--- config.mk ---
export PLATFORM = sky130hd
export DESIGN_NAME = sipo_frame_ctrl_flat
export DESIGN_NICKNAME = d
export VERILOG_FILES = /design/src/rtl/sipo_frame_ctrl_if.sv /design/src/rtl/sipo_frame_ctrl.sv /design/src/flat_wrapper.sv
export SDC_FILE = /design/constraint.sdc
export NUM_CORES = 1
export LEC_CHECK = 0
export BUFFER_PORTS_ARGS = -buffer_cell sky130_fd_sc_hd__buf_2
export CAP_MARGIN = 25
export CORE_UTILIZATION = 37
export CTS_BUF_LIST = sky130_fd_sc_hd__clkbuf_16
export DETAILED_ROUTE_END_ITERATION = 8
export GPL_TIMING_DRIVEN = 0
export HOLD_SLACK_MARGIN = 0.12
export PLACE_DENSITY = 0.72
export SYNTH_ARGS = -nofsm -noshare
export SYNTH_HDL_FRONTEND = slang
export SYNTH_SLANG_ARGS = --single-unit
--- constraint.sdc ---
create_clock -name clk -period 1.55 [get_ports clk]
set_input_delay 0.155 -clock clk [delete_from_list [all_inputs] [get_ports clk]]
set_output_delay 0.155 -clock clk [all_outputs]
set_load 0.05 [all_outputs]
--- src/rtl/sipo_frame_ctrl_if.sv ---
// Producer word stream and frame-presentation handshake of the SIPO frame controller.
// master = producer/consumer side, slave = controller side.
interface sipo_frame_ctrl_if #(
    parameter int DATA_WID   = 8,
    parameter int MEMORY_WID = 4
);
    localparam int CNT_WID = $clog2(MEMORY_WID + 1);

    logic                in_valid;
    logic                in_ready;
    logic [DATA_WID-1:0] in_data;
    logic                in_last;
    logic                frame_valid;
    logic                frame_ready;
    logic [CNT_WID-1:0]  frame_count;
    logic                frame_timeout;

    modport master (
        output in_valid, in_data, in_last, frame_ready,
        input  in_ready, frame_valid, frame_count, frame_timeout
    );

    modport slave (
        input  in_valid, in_data, in_last, frame_ready,
        output in_ready, frame_valid, frame_count, frame_timeout
    );
endinterface

--- src/rtl/sipo_frame_ctrl.sv ---
// Sequencer for a SIPO buffer: word intake, shift/clear strobes, frame handshake.
// Optional idle timeout that force-closes partial frames: SIPO_CTRL_TIMEOUT_EN.
//
// state | meaning
// IDLE  | no words collected, cnt = 0
// FILL  | 1 <= cnt < MEMORY_WID words collected
// HOLD  | frame presented to consumer, producer stalled
module sipo_frame_ctrl #(
    parameter int DATA_WID    = 8,
    parameter int MEMORY_WID  = 4,
    parameter int TIMEOUT_CYC = 16
) (
    input  logic                clk,
    input  logic                rst,
    sipo_frame_ctrl_if.slave    bus,
    output logic                shift_en,
    output logic [DATA_WID-1:0] shift_data,
    output logic                sipo_clr
);
    localparam int CNT_WID = $clog2(MEMORY_WID + 1);

    typedef enum logic [1:0] {
        IDLE = 2'd0,
        FILL = 2'd1,
        HOLD = 2'd2
    } state_t;

    state_t             state_q, state_d;
    logic [CNT_WID-1:0] cnt_q, cnt_d;
    logic               fv_q, fv_d;
    logic [CNT_WID-1:0] fc_q, fc_d;
    logic               fto_q, fto_d;
    logic               in_ready_int;
    logic               accept;
    logic               expire;

    assign in_ready_int = !rst && (state_q != HOLD);
    assign accept       = bus.in_valid && in_ready_int;

    assign bus.in_ready    = in_ready_int;
    assign bus.frame_valid = fv_q;
    assign bus.frame_count = fc_q;
    assign shift_en        = accept;
    assign shift_data      = bus.in_data;
    assign sipo_clr        = rst || ((state_q == HOLD) && bus.frame_ready);

`ifdef SIPO_CTRL_TIMEOUT_EN
    localparam int TMR_WID = $clog2(TIMEOUT_CYC + 1);

    logic [TMR_WID-1:0] tmr_q, tmr_d;

    // Down-counter reloaded on every accept; terminal count at zero while idle in FILL.
    always_comb begin
        tmr_d = tmr_q;
        if (accept) begin
            tmr_d = TMR_WID'(TIMEOUT_CYC - 1);
        end else if ((state_q == FILL) && (tmr_q != '0)) begin
            tmr_d = tmr_q - TMR_WID'(1);
        end
    end

    assign expire = (state_q == FILL) && !accept && (tmr_q == '0);

    always_ff @(posedge clk) begin
        if (rst) begin
            tmr_q <= '0;
        end else begin
            tmr_q <= tmr_d;
        end
    end

    assign bus.frame_timeout = fto_q;
`else
    assign expire            = 1'b0;
    assign bus.frame_timeout = 1'b0;
`endif

    always_comb begin
        state_d = state_q;
        cnt_d   = cnt_q;
        fv_d    = fv_q;
        fc_d    = fc_q;
        fto_d   = fto_q;
        case (state_q)
            IDLE, FILL: begin
                if (accept) begin
                    if ((cnt_q == CNT_WID'(MEMORY_WID - 1)) || bus.in_last) begin
                        state_d = HOLD;
                        fv_d    = 1'b1;
                        fc_d    = cnt_q + CNT_WID'(1);
                        fto_d   = 1'b0;
                        cnt_d   = '0;
                    end else begin
                        state_d = FILL;
                        cnt_d   = cnt_q + CNT_WID'(1);
                    end
                end else if (expire) begin
                    state_d = HOLD;
                    fv_d    = 1'b1;
                    fc_d    = cnt_q;
                    fto_d   = 1'b1;
                    cnt_d   = '0;
                end
            end
            HOLD: begin
                if (bus.frame_ready) begin
                    state_d = IDLE;
                    fv_d    = 1'b0;
                    fc_d    = '0;
                    fto_d   = 1'b0;
                end
            end
            default: begin
                state_d = IDLE;
                cnt_d   = '0;
                fv_d    = 1'b0;
                fc_d    = '0;
                fto_d   = 1'b0;
            end
        endcase
    end

    always_ff @(posedge clk) begin
        if (rst) begin
            state_q <= IDLE;
            cnt_q   <= '0;
            fv_q    <= 1'b0;
            fc_q    <= '0;
            fto_q   <= 1'b0;
        end else begin
            state_q <= state_d;
            cnt_q   <= cnt_d;
            fv_q    <= fv_d;
            fc_q    <= fc_d;
            fto_q   <= fto_d;
        end
    end
endmodule

--- src/flat_wrapper.sv ---
// flat-port wrapper written by rule: the top's interface ports become plain ports
module sipo_frame_ctrl_flat 
#(
    parameter int DATA_WID    = 8,
    parameter int MEMORY_WID  = 4,
    parameter int TIMEOUT_CYC = 16
)
  (clk, rst, shift_en, shift_data, sipo_clr, bus_in_valid, bus_in_data, bus_in_last, bus_frame_ready, bus_in_ready, bus_frame_valid, bus_frame_count, bus_frame_timeout);
  sipo_frame_ctrl_if #(.DATA_WID(DATA_WID), .MEMORY_WID(MEMORY_WID)) bus_i ();
  input  logic clk;
  input  logic rst;
  output logic shift_en;
  output logic [DATA_WID-1:0] shift_data;
  output logic sipo_clr;
  input wire logic [$bits(bus_i.in_valid)-1:0] bus_in_valid;
  input wire logic [$bits(bus_i.in_data)-1:0] bus_in_data;
  input wire logic [$bits(bus_i.in_last)-1:0] bus_in_last;
  input wire logic [$bits(bus_i.frame_ready)-1:0] bus_frame_ready;
  output wire logic [$bits(bus_i.in_ready)-1:0] bus_in_ready;
  output wire logic [$bits(bus_i.frame_valid)-1:0] bus_frame_valid;
  output wire logic [$bits(bus_i.frame_count)-1:0] bus_frame_count;
  output wire logic [$bits(bus_i.frame_timeout)-1:0] bus_frame_timeout;
  assign bus_i.in_valid = bus_in_valid;
  assign bus_i.in_data = bus_in_data;
  assign bus_i.in_last = bus_in_last;
  assign bus_i.frame_ready = bus_frame_ready;
  assign bus_in_ready = bus_i.in_ready;
  assign bus_frame_valid = bus_i.frame_valid;
  assign bus_frame_count = bus_i.frame_count;
  assign bus_frame_timeout = bus_i.frame_timeout;
  sipo_frame_ctrl #(.DATA_WID(DATA_WID), .MEMORY_WID(MEMORY_WID), .TIMEOUT_CYC(TIMEOUT_CYC)) u_core (.clk(clk), .rst(rst), .bus(bus_i), .shift_en(shift_en), .shift_data(shift_data), .sipo_clr(sipo_clr));
endmodule
==> results of run 1 <==
-- state kept, by name, indices dropped and copies added, names as in the netlist --
name	cells
u_core.state_q	2
u_core.cnt_q	3
u_core.bus.frame_count	3
u_core.bus.frame_valid	1
-- per-layer routing --
metal / global-route usage / vias up / wire length (um)
li1: - / 248 / -
met1: 0.192 / 228 / 495
met2: 0.288 / 21 / 552
met3: 0.0520 / 5 / 77
met4: 0.181 / 0 / 43
met5: 0 / - / 0
-- area by class of cell --
class / count / area share
clock buffers: 3 / 0.103
well taps: 15 / 0.0257
plain buffers: 11 / 0.104
clock inverters: 1 / 0.00514
repair buffers: 19 / 0.130
multi-input cells: 36 / 0.363
flip-flops and latches: 9 / 0.248
inverters: 4 / 0.0205
-- worst max-delay path by stage --
stage	end	slack (ns)	cells after the start
2_1_floorplan	u_core.cnt_q[2]$_SDFFE_PP0P_	0.03	5
3_3_place_gp	u_core.cnt_q[2]$_SDFFE_PP0P_	-0.07	5
3_5_place_dp	u_core.cnt_q[2]$_SDFFE_PP0P_	-0.09	5
4_1_cts	u_core.cnt_q[2]$_SDFFE_PP0P_	0.02	5
5_1_grt	u_core.cnt_q[2]$_SDFFE_PP0P_	-0.01	4
6_report	u_core.cnt_q[2]$_SDFFE_PP0P_	0.02	4
-- stage by stage --
| stage | hold WS (ns) | cell area, sq um | power (mW) | std cells |
|---|---|---|---|---|
| global route | 0.182 | 731 | 0.916 | 98 |
| global placement | 0.403 | 639 | 0.433 | 94 |
| CTS | 0.171 | 726 | 0.892 | 98 |
| finish | 0.173 | 731 | 0.889 | 98 |
| detailed placement | 0.412 | 639 | 0.435 | 94 |
| floorplan | 0.244 | 526 | 0.399 | 60 |
-- placed cells by master, fill, tap and decap left out, types with 2 or more instances in the layout --
cell type	count
o32ai_1	2
inv_1	5
nand2b_1	2
a21oi_1	4
nor2_1	2
clkbuf_16	3
dfxtp_1	8
o21ai_0	3
buf_4	9
buf_2	20
nand3_1	3
-- cell usage after synthesis --
cell	n	area [sq um]
nand4b_1	1	8.76
nand2_1	1	3.75
o21bai_1	1	7.51
o2bb2ai_1	1	8.76
or3b_4	1	11.3
a31o_2	1	8.76
inv_1	4	15.0
clkbuf_1	2	7.51
ha_1	2	25.0
nor3b_1	1	7.51
and2_2	1	7.51
conb_1	1	3.75
nand3b_1	1	7.51
nor4b_1	1	8.76
nand3_1	3	15.0
dfxtp_1	9	180
or4b_1	1	10.0
nor3_1	1	5.00
buf_4	9	67.6
o32ai_1	2	17.5
nand2b_1	2	12.5
and2b_2	1	8.76
nor2_1	4	15.0
o21ai_0	3	15.0
a21oi_1	5	25.0
o41ai_1	1	8.76
-- what timing repair did --
action	4_1_cts	5_1_grt
setup endpoints to repair	3	2
gates resized for setup	4	2
hold buffers	0	0
setup buffers	0	0
pin swaps	1	0
-- cell families after synthesis --
kind of cell	after synthesis	share of synthesized area
simple gates	19	0.237
fa+ha+maj	2	0.0489
buf+inv	15	0.176
flops	9	0.352
other cells	1	0.00733
compound gates	14	0.178
-- where the power goes --
| group | switching, mW | total, mW | internal (mW) |
|---|---|---|---|
| registers | 0.00745 | 0.251 | 0.244 |
| logic | 0.127 | 0.184 | 0.0566 |
| clock network | 0.117 | 0.454 | 0.337 |
| total | 0.251 | 0.889 | 0.637 |
==> reports/metrics.yaml, run 1 <==
die:
  dieHeight_um: 39.2
  num_io_pins: 29
  start_util: 0.393
  die_x_um: 39.2
  rows: 13
  core-area_sq_um: 1300
  dieArea_sq_um: 1540
synthesis:
  seq_area_frac_synth: 0.352
  synth_nets: 75
  syn_area_sq_um: 512
  synth_cells: 60
  synth_seq_cells: 9
  avgSynthCellArea_sq_um: 8.53
  synth.yosys.warnings: 0
  synth_cell_type_count: 26
global_routing:
  grt_first_pass_wirelength_um: 1760
  first_global_vias: 387
  track_usage: 0.185
  grt_start_max_net_pins: 11
  grt_overflow_total: 0
  antenna_found_initial: 0
sta:
  setup_violations: 0
  layout_min_cycle_time_ns: 1.53
  finClkSkew_ns: 0.000416
  hold_viol: 0
  finalCritPeriodShare: 0.985
  slew_viol_final: 0
  worst_slack_ns: 0.0227
  setup-tns-final_ns: 0
  fmax_mhz: 655
  rsz0062_at_grt: "true"
setup_path:
  end_kind: "flip-flop"
  required_ns: 1.71
  worstPathMaxFanout: 5
  critPathKind: "flip-flop to flip-flop"
  crit_family: "simple AND/OR/NAND/NOR gates"
  cp_slowest_cell: "or4b_1"
  reg2reg_slack_ns: 0.02
  worstRegToRegCells: 4
  critical_path_buf_inv_count: 0
  r2r-end: "u_core.cnt_q[2]$_SDFFE_PP0P_"
  start_kind: "flip-flop"
  r2r_start: "u_core.cnt_q[0]$_SDFFE_PP0P_"
  path_cells: "ha_1 > ha_2 > or4b_1 > a21oi_1"
  cpPeakStageDelay_ns: 0.51
  startpoint: "u_core.cnt_q[0]$_SDFFE_PP0P_"
  cp.arrival_ns: 1.69
clock_network:
  h-tree-depth: 1
  cts_buffers: 3
  cts.path.max_buffers: 2
  clockRootBuffer: "clkbuf_16"
  clkLatencyLatePin_ns: 0.24
  cts.sinks: 9
  path_clk_slew_ns: 0.04
  cts_tree: "yes"
worst_hold_path:
  worstHoldStart: "bus_in_valid"
  hold_end: "u_core.state_q[0]$_SDFFE_PP0P_"
  min_path_cells: 2
  min_path_type: "input pin to flip-flop"
route:
  drt_wl_total_um: 1170
  viasPerCell: 5.12
  drt_pass1_iterations: 4
  drc: 0
  wl_per_cell_um: 11.9
  via_count: 502
  drtAntennaViolNets: 0
  drt_iter0_drc: 3
cells_and_area:
  final_core_util: 0.562
  final-seq-area_sq_um: 181
  multi_input_area_sq_um: 265
  nFillCells: 130
  nets: 99
  antenna_cells: 0
  drive_gt1_frac: 0.494
  syn2layout_area_growth_pct: 42.8
power:
  power_density_nw_per_um2: 1220
  vdd_drop_max_v: 0.000709
  p_leak_nw: 0.329
placement:
  dp.final_hpwl_um: 804
  pre_cts_ws_ns: -0.0895
  portBuffers: 19
  gp_congestion: 0.801
job:
  cap_violations: 0
outcome:
  outcome: "completed"
No activity file was read; power rests on OpenSTA's default activity.
==> run 2, diff against run 1 <==
- MAX_ROUTING_LAYER: unset -> met4
- SKIP_CTS_REPAIR_TIMING: unset -> 1
==> reports/metrics.yaml, run 2 (synthesis gave the netlist of run 1 again) <==
sta:
  hold_viol: 0
  layout_min_cycle_time_ns: 1.50
  setup_violations: 0
  finClkSkew_ns: 0.000311
  fmax_mhz: 665
  slew_viol_final: 0
  rsz0062_at_grt: "false"
  finalCritPeriodShare: 0.971
power:
  p_leak_nw: 0.332
  power_mw: 0.888
  vdd_drop_max_v: 0.000707
  power_density_nw_per_um2: 1210
placement:
  dp.final_hpwl_um: 804
  portBuffers: 19
  gp_congestion: 0.812
  dp_cells: 94
setup_path:
  end_kind: "flip-flop"
  cp_slowest_cell: "or4b_1"
  start_kind: "flip-flop"
  required_ns: 1.71
  critPathKind: "flip-flop to flip-flop"
  critical_path_buf_inv_count: 0
  cp.arrival_ns: 1.67
  path_cells: "ha_1 > ha_2 > nor2_2 > or4b_1 > a21oi_1"
  crit_family: "simple AND/OR/NAND/NOR gates"
  worstPathMaxFanout: 5
  cpPeakStageDelay_ns: 0.45
cells_and_area:
  mostFrequentLayoutCell: "buf_2"
  final-seq-area_sq_um: 181
  nFillCells: 131
  final_cell_mix: "buf_2 (20), buf_4 (10), dfxtp_1 (8)"
  syn2layout_area_growth_pct: 43.3
  multi_input_area_sq_um: 260
  antenna_cells: 0
  nets: 100
  final_cell_count_no_fill: 99
  drive_gt1_frac: 0.500
die:
  start_util: 0.393
  rows: 13
  core-area_sq_um: 1300
  dieArea_sq_um: 1540
  dieHeight_um: 39.2
  num_io_pins: 29
  die_x_um: 39.2
global_routing:
  first_global_vias: 385
  antenna_found_initial: 0
  grt_first_pass_wirelength_um: 1670
  grt_start_max_net_pins: 11
  track_usage: 0.178
  grt_overflow_total: 0
clock_network:
  path_clk_slew_ns: 0.04
  clockRootBuffer: "clkbuf_16"
  cts_tree: "yes"
  cts.sinks: 9
  cts.path.max_buffers: 2
  h-tree-depth: 1
  cts_buffers: 3
  clkLatencyLatePin_ns: 0.24
job:
  cap_violations: 0
outcome:
  outcome: "completed"
route:
  drt_iter0_drc: 10
  viasPerCell: 5.10
  drt_pass1_iterations: 4
  drc: 0
  wl_per_cell_um: 11.6
  via_count: 505
  drtAntennaViolNets: 0
  drt_wl_total_um: 1150
worst_hold_path:
  min_path_type: "input pin to flip-flop"
## run 2: metal layers
layer  global-route usage  up-vias  part of all wire
met3               0.0520        5             0.070
met5                    -        -                 0
met2                0.263       21              0.48
met4                0.181        0             0.039
li1                     -      251                 -
met1                0.182      228              0.41
## run 2: final timing paths
kind / startpoint / endpoint / slack, ns / cells after the start
max: u_core.cnt_q[0]$_SDFFE_PP0P_ / u_core.cnt_q[2]$_SDFFE_PP0P_ / 0.05 / 5
min: bus_in_valid / u_core.state_q[0]$_SDFFE_PP0P_ / 0.17 / 2
max reg2reg: u_core.cnt_q[0]$_SDFFE_PP0P_ / u_core.cnt_q[2]$_SDFFE_PP0P_ / 0.05 / 5
min reg2reg: u_core.bus.frame_count[0]$_SDFFE_PP0P_ / u_core.bus.frame_count[0]$_SDFFE_PP0P_ / 0.47 / 2
## run 2: where the power goes
group | internal [mW] | total, mW | switching, mW
sequential | 0.244 | 0.251 | 0.00737
clock | 0.337 | 0.453 | 0.116
combinational | 0.0576 | 0.184 | 0.127
total | 0.638 | 0.888 | 0.250
## run 2: cell type report
type	count	area share
tap	15	0.0256
multi-input combinational	36	0.355
timing repair buffer	20	0.140
sequential	9	0.247
clock inverter	1	0.00512
clock buffer	3	0.102
buffer	11	0.104
inverter	4	0.0205
## run 2: metrics by stage
stage | TNS [ns] | setup slack [ns] | hold slack (ns) | utilization | instance area [sq um]
floorplan | 0 | 0.0349 | 0.244 | - | 526
global placement | -0.0658 | -0.0658 | 0.403 | 0.491 | 639
detailed placement | -0.0895 | -0.0895 | 0.412 | 0.491 | 639
CTS | -0.229 | -0.109 | 0.171 | 0.552 | 718
global route | 0 | 0.00864 | 0.182 | 0.563 | 733
finish | 0 | 0.0453 | 0.172 | 0.563 | 733
## run 2: worst reg2reg max path, stage by stage, from the launching register on
cell     delay, ns
dfxtp_2       0.33
ha_1          0.21
ha_2          0.20
nor2_2        0.10
or4b_1        0.45
a21oi_1       0.13
==> run 3, diff against run 2 <==
--- a/config.mk
+++ b/config.mk
@@ -16,4 +16,5 @@
 export PLACE_DENSITY = 0.72
 export SKIP_CTS_REPAIR_TIMING = 1
+export SLEW_MARGIN = 5
 export SYNTH_ARGS = -nofsm -noshare
 export SYNTH_HDL_FRONTEND = slang
==> constraint.sdc (replaced) <==
create_clock -name clk -period 1.55 [get_ports clk]
set_input_delay 0.3875 -clock clk [delete_from_list [all_inputs] [get_ports clk]]
set_output_delay 0.3875 -clock clk [all_outputs]
set_load 0.05 [all_outputs]
==> reports/metrics.yaml, run 3 (synthesis gave the netlist of run 1 again) <==
die:
  num_io_pins: 29
  start_util: 0.393
  rows: 13
  core-area_sq_um: 1300
  dieArea_sq_um: 1540
  die_x_um: 39.2
  dieHeight_um: 39.2
power:
  p_leak_nw: 0.358
  power_density_nw_per_um2: 1120
  vdd_drop_max_v: 0.000904
clock_network:
  cts.path.max_buffers: 2
  path_clk_slew_ns: 0.04
  cts_tree: "yes"
  cts.sinks: 9
  h-tree-depth: 1
  clockRootBuffer: "clkbuf_16"
  cts_buffers: 3
  clkLatencyLatePin_ns: 0.23
cells_and_area:
  nets: 101
  mostFrequentLayoutCell: "buf_2"
  final_core_util: 0.619
  syn2layout_area_growth_pct: 57.5
  final_cell_area_sq_um: 806
  final_cell_mix: "buf_2 (17), buf_4 (12), dfxtp_1 (7)"
  antenna_cells: 0
  drive_gt1_frac: 0.565
  nFillCells: 119
  final_cell_count_no_fill: 100
placement:
  dp_cells: 94
  gp_congestion: 0.883
  dp.final_hpwl_um: 793
  dpl-instance-area_sq_um: 668
  portBuffers: 19
route:
  drtAntennaViolNets: 0
  drt_pass1_iterations: 4
  drt_wl_total_um: 1190
  drc: 0
  drt_iter0_drc: 8
  viasPerCell: 5.07
  via_count: 507
  wl_per_cell_um: 11.9
global_routing:
  first_global_vias: 398
  antenna_found_initial: 0
  grt_start_max_net_pins: 11
  grt_overflow_total: 0
  track_usage: 0.187
  grt_first_pass_wirelength_um: 1730
outcome:
  outcome: "complete, but fails checks"
  failed_checks: "setup timing"
sta:
  hold_viol: 0
  finClkSkew_ns: 0.000486
  finalCritPeriodShare: 1.01
  setup_violations: 2
  fmax_mhz: 638
  slew_viol_final: 0
  rsz0062_at_grt: "true"
  holdWs_ns: 0.411
  setup-tns-final_ns: -0.0211
  layout_min_cycle_time_ns: 1.57
  worst_slack_ns: -0.0177
setup_path:
  start_kind: "flip-flop"
  required_ns: 1.16
  cp.arrival_ns: 1.18
  worstPathMaxFanout: 4
  critPathKind: "flip-flop to output port"
  end_kind: "output port"
  worstRegToRegCells: 5
worst_hold_path:
  min_path_type: "input pin to flip-flop"
  min_path_cells: 2
job:
  cap_violations: 0
[run 3: report_power, final]
part | total [mW] | internal (mW) | switching (mW)
Sequential | 0.251 | 0.243 | 0.00771
Combinational | 0.205 | 0.0738 | 0.132
Clock | 0.448 | 0.337 | 0.112
[run 3: final timing paths]
path,slack (ns),start,to
max reg2reg,0.05,u_core.cnt_q[0]$_SDFFE_PP0P_,u_core.cnt_q[2]$_SDFFE_PP0P_
min reg2reg,0.47,u_core.bus.frame_count[1]$_SDFFE_PP0P_,u_core.bus.frame_count[1]$_SDFFE_PP0P_
min,0.41,bus_in_valid,u_core.state_q[0]$_SDFFE_PP0P_
max,-0.02,u_core.state_q[1]$_SDFFE_PP0P_,shift_en
[run 3: per-stage QoR]
step,power (mW),worst slack (ns)
2_1_floorplan,0.408,-0.0544
3_3_place_gp,0.442,-0.0644
3_5_place_dp,0.444,-0.0773
4_1_cts,0.898,-0.199
5_1_grt,0.942,-0.0586
6_report,0.904,-0.0177
[run 3: area by class of cell]
cell class                 instances  area (sq um)  area share
multi-input combinational         36           282       0.349
sequential                         9           185       0.230
inverter                           4          15.0      0.0186
clock inverter                     1          3.75     0.00466
timing repair buffer              21           123       0.152
clock buffer                       3          75.1      0.0932
buffer                            11           104       0.129
tap                               15          18.8      0.0233
[run 3: per-layer routing]
layer	global-route usage	routed length (um)	up-vias
met3	0.104	80	4
met5	-	0	-
li1	-	-	251
met2	0.246	574	23
met4	0.147	27	0
met1	0.203	503	229
[run 3: worst max-delay path, cell delays in order, from the launching register on]
cell     delay [ns]
dfxtp_4        0.35
buf_6          0.12
a21oi_4        0.17
and2_4         0.17
buf_8          0.13
